--- src/rtl/remote_arm_sequencer.sv ---
`default_nettype none
// ============================================================================
// Module      : remote_arm_sequencer
// Description : Drives a low/high/low arm pattern on one channel while the other
//               channels sit at NEUTRAL, then passes user data through once armed.
// Revision    : 1.0 - initial release
// ============================================================================
module remote_arm_sequencer #(
    parameter int               WIDTH       = 8,
    parameter int               CHANNELS    = 4,
    parameter int               ARM_CH      = 0,
    parameter int               PRE_CYCLES  = 16,
    parameter int               HIGH_CYCLES = 16,
    parameter int               POST_CYCLES = 16,
    parameter logic [WIDTH-1:0] NEUTRAL     = {1'b1, {(WIDTH-1){1'b0}}}
) (
    input  logic                        clock,
    input  logic                        reset,
    input  logic                        start,
    input  logic                        disarm,
    input  logic [CHANNELS*WIDTH-1:0]   pass_data,
    output logic [CHANNELS*WIDTH-1:0]   ch_out,
    output logic                        busy,
    output logic                        armed,
    output logic                        done
);

    localparam int c_MAX_PH_A  = (PRE_CYCLES > HIGH_CYCLES) ? PRE_CYCLES : HIGH_CYCLES;
    localparam int c_MAX_PHASE = (c_MAX_PH_A > POST_CYCLES) ? c_MAX_PH_A : POST_CYCLES;
    localparam int c_CNT_W     = $clog2(c_MAX_PHASE + 1);

    // Terminal counts: the counter runs 0..N-1 inside a phase, so it never wraps.
    localparam logic [c_CNT_W-1:0] c_PRE_LAST  = c_CNT_W'(PRE_CYCLES - 1);
    localparam logic [c_CNT_W-1:0] c_HIGH_LAST = c_CNT_W'(HIGH_CYCLES - 1);
    localparam logic [c_CNT_W-1:0] c_POST_LAST = c_CNT_W'(POST_CYCLES - 1);
    localparam logic [c_CNT_W-1:0] c_CNT_ONE   = c_CNT_W'(1);

    typedef enum logic [2:0] {
        S_IDLE  = 3'd0,
        S_PRE   = 3'd1,
        S_HIGH  = 3'd2,
        S_POST  = 3'd3,
        S_ARMED = 3'd4
    } state_t;

    state_t                      r_state;
    logic [c_CNT_W-1:0]          r_cnt;
    logic [CHANNELS*WIDTH-1:0]   w_safe;
    logic [CHANNELS*WIDTH-1:0]   w_high;

    generate
        for (genvar k = 0; k < CHANNELS; k++) begin : g_ch
            if (k == ARM_CH) begin : g_arm
                assign w_safe[k*WIDTH +: WIDTH] = '0;
                assign w_high[k*WIDTH +: WIDTH] = '1;
            end else begin : g_neutral
                assign w_safe[k*WIDTH +: WIDTH] = NEUTRAL;
                assign w_high[k*WIDTH +: WIDTH] = NEUTRAL;
            end
        end
    endgenerate

    always_ff @(posedge clock) begin
        if (reset) begin
            r_state <= S_IDLE;
            r_cnt   <= '0;
            ch_out  <= w_safe;
            busy    <= 1'b0;
            armed   <= 1'b0;
            done    <= 1'b0;
        end else if (disarm && (r_state != S_IDLE)) begin
            r_state <= S_IDLE;
            r_cnt   <= '0;
            ch_out  <= w_safe;
            busy    <= 1'b0;
            armed   <= 1'b0;
            done    <= 1'b0;
        end else begin
            done <= 1'b0;
            case (r_state)
                S_IDLE: begin
                    ch_out <= w_safe;
                    if (start && !disarm) begin
                        r_state <= S_PRE;
                        r_cnt   <= '0;
                        busy    <= 1'b1;
                    end
                end
                S_PRE: begin
                    if (r_cnt == c_PRE_LAST) begin
                        r_state <= S_HIGH;
                        r_cnt   <= '0;
                        ch_out  <= w_high;
                    end else begin
                        r_cnt <= r_cnt + c_CNT_ONE;
                    end
                end
                S_HIGH: begin
                    if (r_cnt == c_HIGH_LAST) begin
                        r_state <= S_POST;
                        r_cnt   <= '0;
                        ch_out  <= w_safe;
                    end else begin
                        r_cnt <= r_cnt + c_CNT_ONE;
                    end
                end
                S_POST: begin
                    if (r_cnt == c_POST_LAST) begin
                        // Load pass_data on the entry edge so ARMED shows it with one-cycle latency.
                        r_state <= S_ARMED;
                        r_cnt   <= '0;
                        ch_out  <= pass_data;
                        busy    <= 1'b0;
                        armed   <= 1'b1;
                        done    <= 1'b1;
                    end else begin
                        r_cnt <= r_cnt + c_CNT_ONE;
                    end
                end
                S_ARMED: begin
                    ch_out <= pass_data;
                end
                default: begin
                    r_state <= S_IDLE;
                    r_cnt   <= '0;
                    ch_out  <= w_safe;
                    busy    <= 1'b0;
                    armed   <= 1'b0;
                end
            endcase
        end
    end

endmodule
`default_nettype wire

--- config.mk ---
export PLATFORM = sky130hd
export DESIGN_NAME = remote_arm_sequencer
export DESIGN_NICKNAME = d
export VERILOG_FILES = /design/src/rtl/remote_arm_sequencer.sv
export SDC_FILE = /design/constraint.sdc
export NUM_CORES = 1
export LEC_CHECK = 0
export ABC_AREA = 1
export CAP_MARGIN = 25
export CELL_PAD_IN_SITES_DETAIL_PLACEMENT = 1
export CELL_PAD_IN_SITES_GLOBAL_PLACEMENT = 1
export CORE_UTILIZATION = 30
export CTS_BUF_LIST = sky130_fd_sc_hd__clkbuf_16
export CTS_CLUSTER_DIAMETER = 150
export CTS_CLUSTER_SIZE = 20
export DETAILED_ROUTE_END_ITERATION = 8
export DONT_BUFFER_PORTS = 1
export GPL_ROUTABILITY_DRIVEN = 0
export PLACE_DENSITY_LB_ADDON = 0.1
export SLEW_MARGIN = 20
export SYNTH_ARGS = -nofsm -noshare
export SYNTH_HDL_FRONTEND = slang
export SYNTH_SLANG_ARGS = --single-unit
--- constraint.sdc ---
create_clock -name clock -period 1.4 [get_ports clock]
set_input_delay 0.42 -clock clock [delete_from_list [all_inputs] [get_ports clock]]
set_output_delay 0.42 -clock clock [all_outputs]
set_load 0.01 [all_outputs]
==> results.yml <==
timing:
  finalCriticalPeriod_ns: 1.36
  setup_slack_ns: 0.0377
  fmax_mhz: 734
  holdWs_ns: 0.291
  finalSetupViolations: 0
  hold_viol: 0
  worst_slew_pin_slew_ns: 0.242
  finalClockSkew_ns: 0.00824
  slew_headroom_pct: 83.8
  period_share_pct: 97.3
  final-max-slew-violation-count: 0
pwr:
  p_per_area_nw_per_um2: 1550
  p_int_mw: 2.64
  power_frac_seq_pct: 40.9
  cellLeakagePower_nw: 1.12
  clock_power_share_pct: 34.8
  power.switching_mw: 1.22
  switching_share_pct: 31.6
  p_comb_share_pct: 24.3
  ir_worst_vdd_mv: 0.481
cts:
  clock-sinks: 43
  cts-root-buf: "clkbuf_16"
  numCtsBuffers: 5
  htree_levels: 2
  clkLatencyLatePin_ns: 0.29
  clock_path_buffers: 2
  cts_tree: "built"
  clk_pin_slew_ns: 0.06
place:
  io_buffers: 0
  dpl.hpwl_um: 3450
  dpl_worst_slack_ns: 0.0225
drt:
  routed_wl_um: 5080
  wire_per_inst_um: 13.5
  num_vias: 1709
  dr.pass1.iters: 8
  drt-initial-drc-count: 71
  antenna_left: 0
  vias_per_cell: 4.55
  drc: 7
setup_path:
  cp_data_arrival_time_ns: 1.58
  cp.required_ns: 1.62
  path_class: "register to register"
  cpPeakStageDelay_ns: 0.36
  cp_max_fo: 6
  cp-end-kind: "register"
  critPathSlowestCell: "dfxtp_4"
  critPathLaunchType: "register"
  crit_chain: "nor2_4 -> nand2_4 -> a21oi_4 -> buf_6 -> clkbuf_16 -> o21ai_0 -> nor2_1"
  regToRegStartpoint: "r_state[1]"
  crit_path_start: "r_state[1]"
layout:
  regArea_sq_um: 870
  area_delta_synth_final_pct: 24.2
  final_common_cell: "inv_1"
  num-fill-cells: 793
  diodes: 0
  multi_input_area_sq_um: 845
  fin_nets: 335
  post-route-util_pct: 38.9
  mostFrequentLayoutCells: "inv_1 (59), nor2_1 (47), dfxtp_1 (38)"
  layout-drive-gt1-share_pct: 20.1
global_routing:
  antenna_found_initial: 0
  grt_use_met1_pct: 17.6
  first_global_vias: 1707
  met2_usage_pct: 23.6
  grt_busiest_layer: "met2"
  grt-ovfl-total: 0
  grt_pass1_wl_um: 8180
  grt_usage_pct: 14.5
  grt_start_max_net_pins: 25
  grt_util_met3_pct: 5.04
synthesis:
  yosysTopAreaCell: "dfxtp_1"
  ys_ff_latch: 43
  syn_inst: 280
  synth_top_area_share_pct: 42.8
  ys_warn_count: 0
  syn_area_per_cell_sq_um: 7.19
  synth_area_leaders: "dfxtp_1 (43%), inv_1 (11%), o21ai_0 (10%)"
  yosysUniqueCellTypes: 27
  seq_area_frac_synth_pct: 42.8
  postSynthNetCount: 317
  synthesis.area_sq_um: 2010
outcome:
  violations: "design-rule violations"
  status: "complete, but fails checks"
floorplanning:
  rows: 29
  die_x_um: 83.9
  dieArea_sq_um: 7040
  coreArea_sq_um: 6420
  die_h_um: 83.9
  start_util_pct: 31.3
  io_pins: 71
min_path:
  min-delay-start: "pass_data[31]"
  hp-class: "primary input to register"
run:
  drv_cap: 0
-- path summary, 6_finish.rpt --
path	slack [ns]	end	cells past startpoint
worst min-delay path	0.29	ch_out[31]	2
worst max register to register	0.04	ch_out[28]	7
worst min register to register	0.47	r_cnt[4]	2
worst max-delay path	0.04	ch_out[28]	7
-- synthesized netlist by cell type (all sizes together) --
cell type   n
nand2      31
dfxtp      43
ha          1
o21ai      54
nor2       52
a21oi      10
nand4       3
nand3      11
nand3b      1
buf        10
clkbuf      3
or2         1
inv        60
-- kinds of logic (layout without fill, tap and decap cells) --
logic type,after synthesis,after routing,synth area share (%)
simple gates,99,99,22.5
flops,43,43,42.8
buf+inv,73,92,16.7
compound gates,64,64,17.4
fa+ha+maj,1,1,0.622
-- sequential cells by signal (all words and copies together), names as in the netlist --
| register | flops |
|---|---|
| armed | 1 |
| r_state | 3 |
| busy | 1 |
| done | 1 |
| ch_out | 32 |
| r_cnt | 5 |
-- power groups by stage --
stage | sequential, mW | clock [mW] | combinational, mW
6_report | 1.58 | 1.34 | 0.939
5_1_grt | 1.60 | 1.44 | 1.09
4_1_cts | 1.58 | 1.38 | 0.847
3_5_place_dp | 1.60 | 0 | 0.838
3_3_place_gp | 1.60 | 0 | 0.827
2_1_floorplan | 1.57 | 0 | 0.645
-- stage by stage --
stage	TNS, ns	cells	instance area [sq um]	total power, mW
floorplan	0	280	2010	2.21
global placement	0	359	2170	2.43
detailed placement	0	359	2170	2.44
CTS	0	367	2350	3.81
global route	-0.446	376	2500	4.13
finish	0	376	2500	3.86
-- metal layers --
metal | up-vias | part of all wire [%]
met1 | 765 | 46
met5 | - | 0
met4 | 0 | 1.2
met2 | 41 | 47
met3 | 5 | 5.8
li1 | 898 | -
-- what timing repair did --
item                                    4_1_cts  5_1_grt
pin swaps                                     0       19
setup buffers                                 0        7
endpoints found under the setup margin        1       36
hold buffers                                  0        0
gates resized for setup                       1       27
gates cloned                                  0        2
-- worst max-delay path: cells and delay by family, from the launching register on --
kind	cells	cell delay (ns)
buf+inv	2	0.28
simple gates	3	0.33
compound gates	2	0.31
flops	1	0.36
-- area by class of cell --
| class | count | share of cell area [%] |
|---|---|---|
| flip-flops and latches | 43 | 34.8 |
| well taps | 77 | 3.86 |
| clock inverters | 3 | 1.75 |
| inverters | 60 | 9.11 |
| repair buffers | 24 | 11.7 |
| clock buffers | 5 | 5.01 |
| multi-input cells | 164 | 33.8 |
Power figures use the tool's default switching activity.
